### config.mk
export PLATFORM = sky130hd
export DESIGN_NAME = des3_wb_master
export DESIGN_NICKNAME = d
export VERILOG_FILES = /design/src/rtl/des3_wb_master.sv
export SDC_FILE = /design/constraint.sdc
export NUM_CORES = 1
export LEC_CHECK = 0
export ABC_AREA = 1
export ABC_CLOCK_PERIOD_IN_PS = 30300
export BUFFER_PORTS_ARGS = -buffer_cell sky130_fd_sc_hd__buf_2
export CAP_MARGIN = 25
export CORE_AREA = 3 3 250 252
export CTS_CLUSTER_DIAMETER = 80
export DETAILED_ROUTE_END_ITERATION = 7
export DIE_AREA = 0 0 253 255
export PLACE_DENSITY = 0.59
export SYNTH_ARGS = -nofsm -noshare
export SYNTH_HDL_FRONTEND = slang
export SYNTH_SLANG_ARGS = --single-unit
### constraint.sdc
create_clock -name wb_clk_i -period 30.3 [get_ports wb_clk_i]
set_input_delay 1.515 -clock wb_clk_i [delete_from_list [all_inputs] [get_ports wb_clk_i]]
set_output_delay 1.515 -clock wb_clk_i [all_outputs]
set_load 0.1 [all_outputs]
### src/rtl/des3_wb_master.sv
// Wishbone initiator for one triple-DES operation on the DES3 register slave:
// loads data/keys, pulses start, polls ct_valid with a gap, then reads the 64-bit result.
module des3_wb_master #(
  parameter logic [31:0] BASE_ADDR = 32'h0,
  parameter int          POLL_GAP  = 4,
  parameter int          MAX_POLLS = 1024
) (
  input  logic        wb_clk_i,
  input  logic        wb_rst_i,
  input  logic        req_valid,
  output logic        req_ready,
  input  logic [63:0] req_data,
  input  logic [55:0] req_key1,
  input  logic [55:0] req_key2,
  input  logic [55:0] req_key3,
  input  logic        req_decrypt,
  output logic        rsp_valid,
  input  logic        rsp_ready,
  output logic [63:0] rsp_data,
  output logic [1:0]  rsp_err,
  output logic [31:0] wb_adr_o,
  output logic [31:0] wb_dat_o,
  output logic [3:0]  wb_sel_o,
  output logic        wb_we_o,
  output logic        wb_cyc_o,
  output logic        wb_stb_o,
  input  logic        wb_ack_i,
  input  logic        wb_err_i,
  input  logic [31:0] wb_dat_i
);

  localparam int PCW = ($clog2(MAX_POLLS + 1) > 11) ? $clog2(MAX_POLLS + 1) : 11;

  typedef enum logic [2:0] {
    S_IDLE, S_WRITE, S_START, S_WAIT, S_POLL, S_RD_HI, S_RD_LO, S_RESP
  } state_t;

  state_t           state_q, state_d;
  logic [3:0]       idx_q, idx_d;
  logic             stb_q, stb_d;
  logic [31:0]      adr_q, adr_d;
  logic [31:0]      dat_q, dat_d;
  logic             we_q, we_d;
  logic [15:0]      gap_q, gap_d;
  logic [PCW-1:0]   pcnt_q, pcnt_d;
  logic [63:0]      rdata_q, rdata_d;
  logic [1:0]       rerr_q, rerr_d;
  logic [63:0]      data_q, data_d;
  logic [55:0]      k1_q, k1_d, k2_q, k2_d, k3_q, k3_d;
  logic             dec_q, dec_d;

  logic             bus_st, done, acc_we;
  logic [3:0]       acc_reg;
  logic [31:0]      acc_dat, wr_word;

  always_comb begin
    wr_word = 32'h0;
    case (idx_q)
      4'd1:    wr_word = {31'b0, dec_q};
      4'd2:    wr_word = data_q[31:0];
      4'd3:    wr_word = data_q[63:32];
      4'd4:    wr_word = {4'b0, k3_q[27:0]};
      4'd5:    wr_word = {4'b0, k3_q[55:28]};
      4'd6:    wr_word = {4'b0, k2_q[27:0]};
      4'd7:    wr_word = {4'b0, k2_q[55:28]};
      4'd8:    wr_word = {4'b0, k1_q[27:0]};
      4'd9:    wr_word = {4'b0, k1_q[55:28]};
      default: wr_word = 32'h0;
    endcase
  end

  always_comb begin
    state_d = state_q;
    idx_d   = idx_q;
    stb_d   = stb_q;
    adr_d   = adr_q;
    dat_d   = dat_q;
    we_d    = we_q;
    gap_d   = gap_q;
    pcnt_d  = pcnt_q;
    rdata_d = rdata_q;
    rerr_d  = rerr_q;
    data_d  = data_q;
    k1_d    = k1_q;
    k2_d    = k2_q;
    k3_d    = k3_q;
    dec_d   = dec_q;
    done    = 1'b0;
    bus_st  = 1'b0;
    acc_reg = 4'd0;
    acc_dat = 32'h0;
    acc_we  = 1'b0;

    case (state_q)
      S_WRITE: begin bus_st = 1'b1; acc_reg = idx_q; acc_dat = wr_word; acc_we = 1'b1; end
      S_START: begin bus_st = 1'b1; acc_reg = 4'd0;  acc_dat = 32'h1;   acc_we = 1'b1; end
      S_POLL:  begin bus_st = 1'b1; acc_reg = 4'd10; end
      S_RD_HI: begin bus_st = 1'b1; acc_reg = 4'd11; end
      S_RD_LO: begin bus_st = 1'b1; acc_reg = 4'd12; end
      default: ;
    endcase

    // stb only rises from a low cycle, so the slave's registered strobe always clears between accesses
    if (bus_st) begin
      if (!stb_q) begin
        stb_d = 1'b1;
        adr_d = BASE_ADDR + {26'b0, acc_reg, 2'b00};
        dat_d = acc_dat;
        we_d  = acc_we;
      end else if (wb_err_i) begin
        stb_d   = 1'b0;
        we_d    = 1'b0;
        rerr_d  = 2'd1;
        rdata_d = 64'h0;
        state_d = S_RESP;
      end else if (wb_ack_i) begin
        stb_d = 1'b0;
        we_d  = 1'b0;
        done  = 1'b1;
      end
    end

    case (state_q)
      S_IDLE: begin
        if (req_valid) begin
          data_d  = req_data;
          k1_d    = req_key1;
          k2_d    = req_key2;
          k3_d    = req_key3;
          dec_d   = req_decrypt;
          idx_d   = 4'd1;
          pcnt_d  = '0;
          rdata_d = 64'h0;
          rerr_d  = 2'd0;
          state_d = S_WRITE;
        end
      end
      S_WRITE: begin
        if (done) begin
          if (idx_q == 4'd9) state_d = S_START;
          else               idx_d   = idx_q + 4'd1;
        end
      end
      S_START: begin
        if (done) begin
          gap_d   = 16'h0;
          state_d = S_WAIT;
        end
      end
      S_WAIT: begin
        if (gap_q == 16'(POLL_GAP - 1)) begin
          gap_d   = 16'h0;
          state_d = S_POLL;
        end else begin
          gap_d = gap_q + 16'h1;
        end
      end
      S_POLL: begin
        if (done) begin
          if (wb_dat_i[0]) begin
            state_d = S_RD_HI;
          end else if (pcnt_q + PCW'(1) == PCW'(MAX_POLLS)) begin
            rerr_d  = 2'd2;
            rdata_d = 64'h0;
            state_d = S_RESP;
          end else begin
            pcnt_d  = pcnt_q + PCW'(1);
            state_d = S_WAIT;
          end
        end
      end
      S_RD_HI: begin
        if (done) begin
          rdata_d[63:32] = wb_dat_i;
          state_d        = S_RD_LO;
        end
      end
      S_RD_LO: begin
        if (done) begin
          rdata_d[31:0] = wb_dat_i;
          state_d       = S_RESP;
        end
      end
      S_RESP: begin
        if (rsp_ready) state_d = S_IDLE;
      end
      default: state_d = S_IDLE;
    endcase
  end

  always_ff @(posedge wb_clk_i or posedge wb_rst_i) begin
    if (wb_rst_i) begin
      state_q <= S_IDLE;
      idx_q   <= 4'd0;
      stb_q   <= 1'b0;
      adr_q   <= 32'h0;
      dat_q   <= 32'h0;
      we_q    <= 1'b0;
      gap_q   <= 16'h0;
      pcnt_q  <= '0;
      rdata_q <= 64'h0;
      rerr_q  <= 2'd0;
      data_q  <= 64'h0;
      k1_q    <= 56'h0;
      k2_q    <= 56'h0;
      k3_q    <= 56'h0;
      dec_q   <= 1'b0;
    end else begin
      state_q <= state_d;
      idx_q   <= idx_d;
      stb_q   <= stb_d;
      adr_q   <= adr_d;
      dat_q   <= dat_d;
      we_q    <= we_d;
      gap_q   <= gap_d;
      pcnt_q  <= pcnt_d;
      rdata_q <= rdata_d;
      rerr_q  <= rerr_d;
      data_q  <= data_d;
      k1_q    <= k1_d;
      k2_q    <= k2_d;
      k3_q    <= k3_d;
      dec_q   <= dec_d;
    end
  end

  assign req_ready = (state_q == S_IDLE) & ~wb_rst_i;
  assign rsp_valid = (state_q == S_RESP);
  assign rsp_data  = rdata_q;
  assign rsp_err   = rerr_q;
  assign wb_adr_o  = adr_q;
  assign wb_dat_o  = dat_q;
  assign wb_we_o   = we_q;
  assign wb_stb_o  = stb_q;
  assign wb_cyc_o  = stb_q;
  assign wb_sel_o  = 4'hF;

endmodule

==> results.md <==
Outcome:
- The flow ran to the end, and the final reports show no timing, DRC or antenna violations.

Worst setup path:
- The start-to-end type of the worst setup path is in2out.
- The count of cells along the worst register-to-register path is 9.
- The kind of end point of the critical path is an output port.
- The endpoint identified for the worst register-to-register timing path is k3_q[41]$_DFFE_PP0P_.
- The most critical setup path has its startpoint at wb_rst_i.
- The startpoint of the lowest-slack register-to-register path is state_q[2]$_DFF_PP0_.
- The worst register-to-register path has a setup slack of 26.71 ns.
- The sort of element at the start of the critical path is an input port.
- The worst-path maximum fanout is 2.
- Data arrives at the worst endpoint at 2.18 ns.
- For the worst setup path, the data required time is 28.79 ns.

Synthesis:
- During synthesis, Yosys emitted a total of 0 warnings.
- The share of flip-flops with an asynchronous set or reset is 100.0%.
- In this run, synthesis produced a sequential element count of 371.
- The library cell occupying the most area in the post-synthesis netlist is sky130_fd_sc_hd__dfrtp_1.
- For this run, the leading register cell type out of synthesis is sky130_fd_sc_hd__dfrtp_1.
- In the post-synthesis netlist, the biggest area contributors are sky130_fd_sc_hd__dfrtp_1 (51%), sky130_fd_sc_hd__nand2_1 (13%), sky130_fd_sc_hd__inv_1 (5.7%).
- After synthesis, flip-flops and latches occupy 51.43% of the total area.
- The cell area after synthesis is 0.01805 mm².
- Yosys mapped a number of flops with a built-in enable equal to 0.
- After synthesis, the largest area contributor takes up 51.43% of total cell area.
- The number of distinct library cells after synthesis is 46.
- Synthesis produced 2168 cells.
- The average size of a mapped cell is 8.327 µm².

GRT:
- The global-route wire length before repair is 87300 µm.
- The initial antenna violation count is 17.
- The global route total overflow is 0.
- The number of global-route vias before repair is 14.98k.
- In the global route stage, overall resource usage came out at 17.46%.
- Entering global routing, the biggest net connects 111 pins.

Hold path:
- Counting instances, the worst hold path has a depth of 2.
- The terminating pin of the worst hold path is data_q[40]$_DFFE_PP0P_.
- The class of the tightest hold or removal check is reg2reg.
- In this run the most critical hold path is launched from data_q[40]$_DFFE_PP0P_.

CTS:
- CTS built an H-tree with a depth of 2.
- The clock passes through at most 3 buffers.
- The number of hold buffers added after CTS was 0.
- The total clock buffers created by CTS is 44.
- CTS placed an instance of sky130_fd_sc_hd__clkbuf_16 at the clock tree root.
- Buffers added to address setup during post-CTS repair amount to 0.
- The clock-pin slew of the registers on the worst-case setup and hold paths is 0.05 ns.
- The CTS tree is built.
- The number of clock sinks seen by CTS is 371.
- At the later pin of the worst-skew pair, clock insertion delay measures 0.57 ns.
- The post-CTS resize count is 0.

STA:
- The final critical path takes up 12.19% of the cycle.
- Summed over all failing endpoints, the final setup total negative slack is 0 ns.
- The worst setup skew after layout is 0.03293 ns.
- The smallest clock period supported by the final layout is computed as 3.692 ns.
- The final count of hold timing violations came to 0.
- Setup violations remaining at the end of the flow were counted as 0.
- The final max-slew violation count is 0.
- At the pin with the least slew margin, the transition time is 1.020 ns.
- Setup repair after global routing left no endpoint under its margin.
- Measured against its own limit, the worst slew margin works out to 31.82%.
- Static timing analysis puts the maximum clock frequency at 270.8 MHz.

Cells and area:
- From synthesis to final layout, the design area changed by 19.75%.
- In the final design database the tool counted 2766 nets.
- The share of the core filled with cells is 35.82%.
- The share of post-route cells with drive strength above 1 is 22.66%.

Routing:
- The number of optimization iterations in the first detailed-route pass is 5.
- The total number of vias is 15.50k.
- The final routed DRC violation total is 0.
- The violation count after the first detailed-route iteration is 1158.
- The average wire per standard cell is 17.42 µm.
- The detail-routed via count per cell is 4.679.
- The count of antenna-violating nets left after detailed routing is 0.
- The total wire length after detailed routing is 57700 µm.

Power:
- Power spread over the standard cell area amounts to 108.4 mW/mm².
- VDD sags by at most 0.04598 mV.
- For this design the static power due to leakage is 10.96 nW.

Run:
- Across the run, the number of max-cap violations was 0.

Floorplanning:
- The floorplan has 90 rows.
- The die outline area is 0.06452 mm².
- The overall die width is 253 µm.
- The I/O pin total is 410.
- The die span in y is 255 µm.
- In this run the standard cell core region covers 0.06036 mm².
- The starting density of the core is 29.91%.

Placement:
- The final weighted congestion of routability-driven global placement is 0.8332.
- The HPWL after detailed placement is 40240 µm.
- The quantity of I/O buffers inserted on ports is 377.
power by group:
| group | total [mW] | switching (mW) | internal (mW) |
|---|---|---|---|
| Sequential | 0.792 | 0.0917 | 0.700 |
| Combinational | 1.04 | 0.795 | 0.247 |
| Clock | 0.509 | 0.214 | 0.294 |
| Total | 2.34 | 1.10 | 1.24 |
critical path, cell delays in order:
cell                     delay [ns]
sky130_fd_sc_hd__buf_2         0.14
sky130_fd_sc_hd__nor2_1        0.10
sky130_fd_sc_hd__buf_2         0.43
flip-flops by register name, summed over array words and instances (netlist names):
name,cells
rsp_err,2
wb_we_o,1
idx_q,4
rsp_data,64
data_q,64
k3_q,56
wb_dat_o,32
gap_q,16
k1_q,56
k2_q,56
dec_q,1
wb_adr_o,4
wb_cyc_o,1
state_q,3
pcnt_q,11
cells in the mapped netlist (5+ instances only):
library cell / number
sky130_fd_sc_hd__dfrtp_1: 371
sky130_fd_sc_hd__o21ai_0: 79
sky130_fd_sc_hd__nor2_1: 37
sky130_fd_sc_hd__o21ai_2: 11
sky130_fd_sc_hd__or2_2: 32
sky130_fd_sc_hd__nand2_1: 647
sky130_fd_sc_hd__inv_1: 275
sky130_fd_sc_hd__inv_2: 10
sky130_fd_sc_hd__nor2_2: 5
sky130_fd_sc_hd__nor2_4: 8
sky130_fd_sc_hd__buf_6: 32
sky130_fd_sc_hd__nor3_1: 20
sky130_fd_sc_hd__ha_1: 6
sky130_fd_sc_hd__nand3_1: 96
sky130_fd_sc_hd__buf_2: 47
sky130_fd_sc_hd__buf_4: 41
sky130_fd_sc_hd__o22ai_1: 94
sky130_fd_sc_hd__o2111ai_1: 15
sky130_fd_sc_hd__clkbuf_1: 28
sky130_fd_sc_hd__o21ai_1: 169
sky130_fd_sc_hd__a21oi_1: 24
sky130_fd_sc_hd__xor2_1: 5
sky130_fd_sc_hd__nand3_2: 17
sky130_fd_sc_hd__nand2_2: 10
sky130_fd_sc_hd__o211ai_1: 40
sky130_fd_sc_hd__nor4_1: 13
sky130_fd_sc_hd__nand4_1: 12
how the worst max path moves through the flow:
stage	slack, ns	depth (start not counted)	endpoint
2_1_floorplan	18.48	1	data_q[0]$_DFFE_PP0P_
3_3_place_gp	26.10	8	k2_q[0]$_DFFE_PP0P_
3_5_place_dp	26.05	8	k3_q[41]$_DFFE_PP0P_
4_1_cts	26.59	3	rsp_valid
5_1_grt	26.39	10	k2_q[0]$_DFFE_PP0P_
6_report	26.61	3	req_ready
metrics by stage:
stage / hold WS [ns] / setup WS [ns] / instances / instance area, µm² / total power, mW
after floorplan: 0.4422 / 18.48 / 2198 / 18160 / 1.658
after CTS: 0.4732 / 26.59 / 3300 / 21540 / 2.364
final: 0.4694 / 26.61 / 3312 / 21620 / 2.343
after detailed placement: 0.4594 / 26.05 / 3223 / 20170 / 1.842
after global placement: 0.4528 / 26.10 / 3223 / 20170 / 1.828
after global routing: 0.4923 / 26.39 / 3312 / 21620 / 2.518
layout by cell type, fill, tap and decap left out, types with 35 or more instances in the layout:
cell type and n:
sky130_fd_sc_hd__o211ai_1 40, sky130_fd_sc_hd__o22ai_1 94, sky130_fd_sc_hd__dfrtp_1 371, sky130_fd_sc_hd__o21ai_1 169
sky130_fd_sc_hd__nand3_1 92, sky130_fd_sc_hd__inv_1 273, sky130_fd_sc_hd__buf_2 377, sky130_fd_sc_hd__o21ai_0 79
sky130_fd_sc_hd__nor2_1 35, sky130_fd_sc_hd__clkbuf_16 44, sky130_fd_sc_hd__nand2_1 647
metal layers:
| layer | up-vias | global-route usage, % | wire [µm] |
|---|---|---|---|
| li1 | 7607 | - | - |
| met1 | 7309 | 23.53 | 25660 |
| met2 | 469 | 27.90 | 26810 |
| met3 | 97 | 3.800 | 3668 |
| met4 | 14 | 5.998 | 1472 |
| met5 | - | 0 | 87 |
cell type report:
class / instances / area [µm²]
Fill cell: 6271 / 38740
Sequential cell: 371 / 9284
Multi-Input combinational cell: 1389 / 6812
Timing Repair Buffer: 394 / 2054
Clock buffer: 63 / 1242
Inverter: 289 / 1096
Tap cell: 782 / 978.4
Clock inverter: 14 / 126.4
Antenna cell: 10 / 25.02
cell families after synthesis:
| group | Yosys count | synth area share [%] |
|---|---|---|
| compound gates | 442 | 14.26 |
| simple gates | 903 | 21.94 |
| other cells | 2 | 0.04160 |
| buf+inv | 438 | 11.63 |
| flops | 371 | 51.43 |
| xor+xnor | 6 | 0.2911 |
| fa+ha+maj | 6 | 0.4158 |
(Power assumes the default switching activity.)
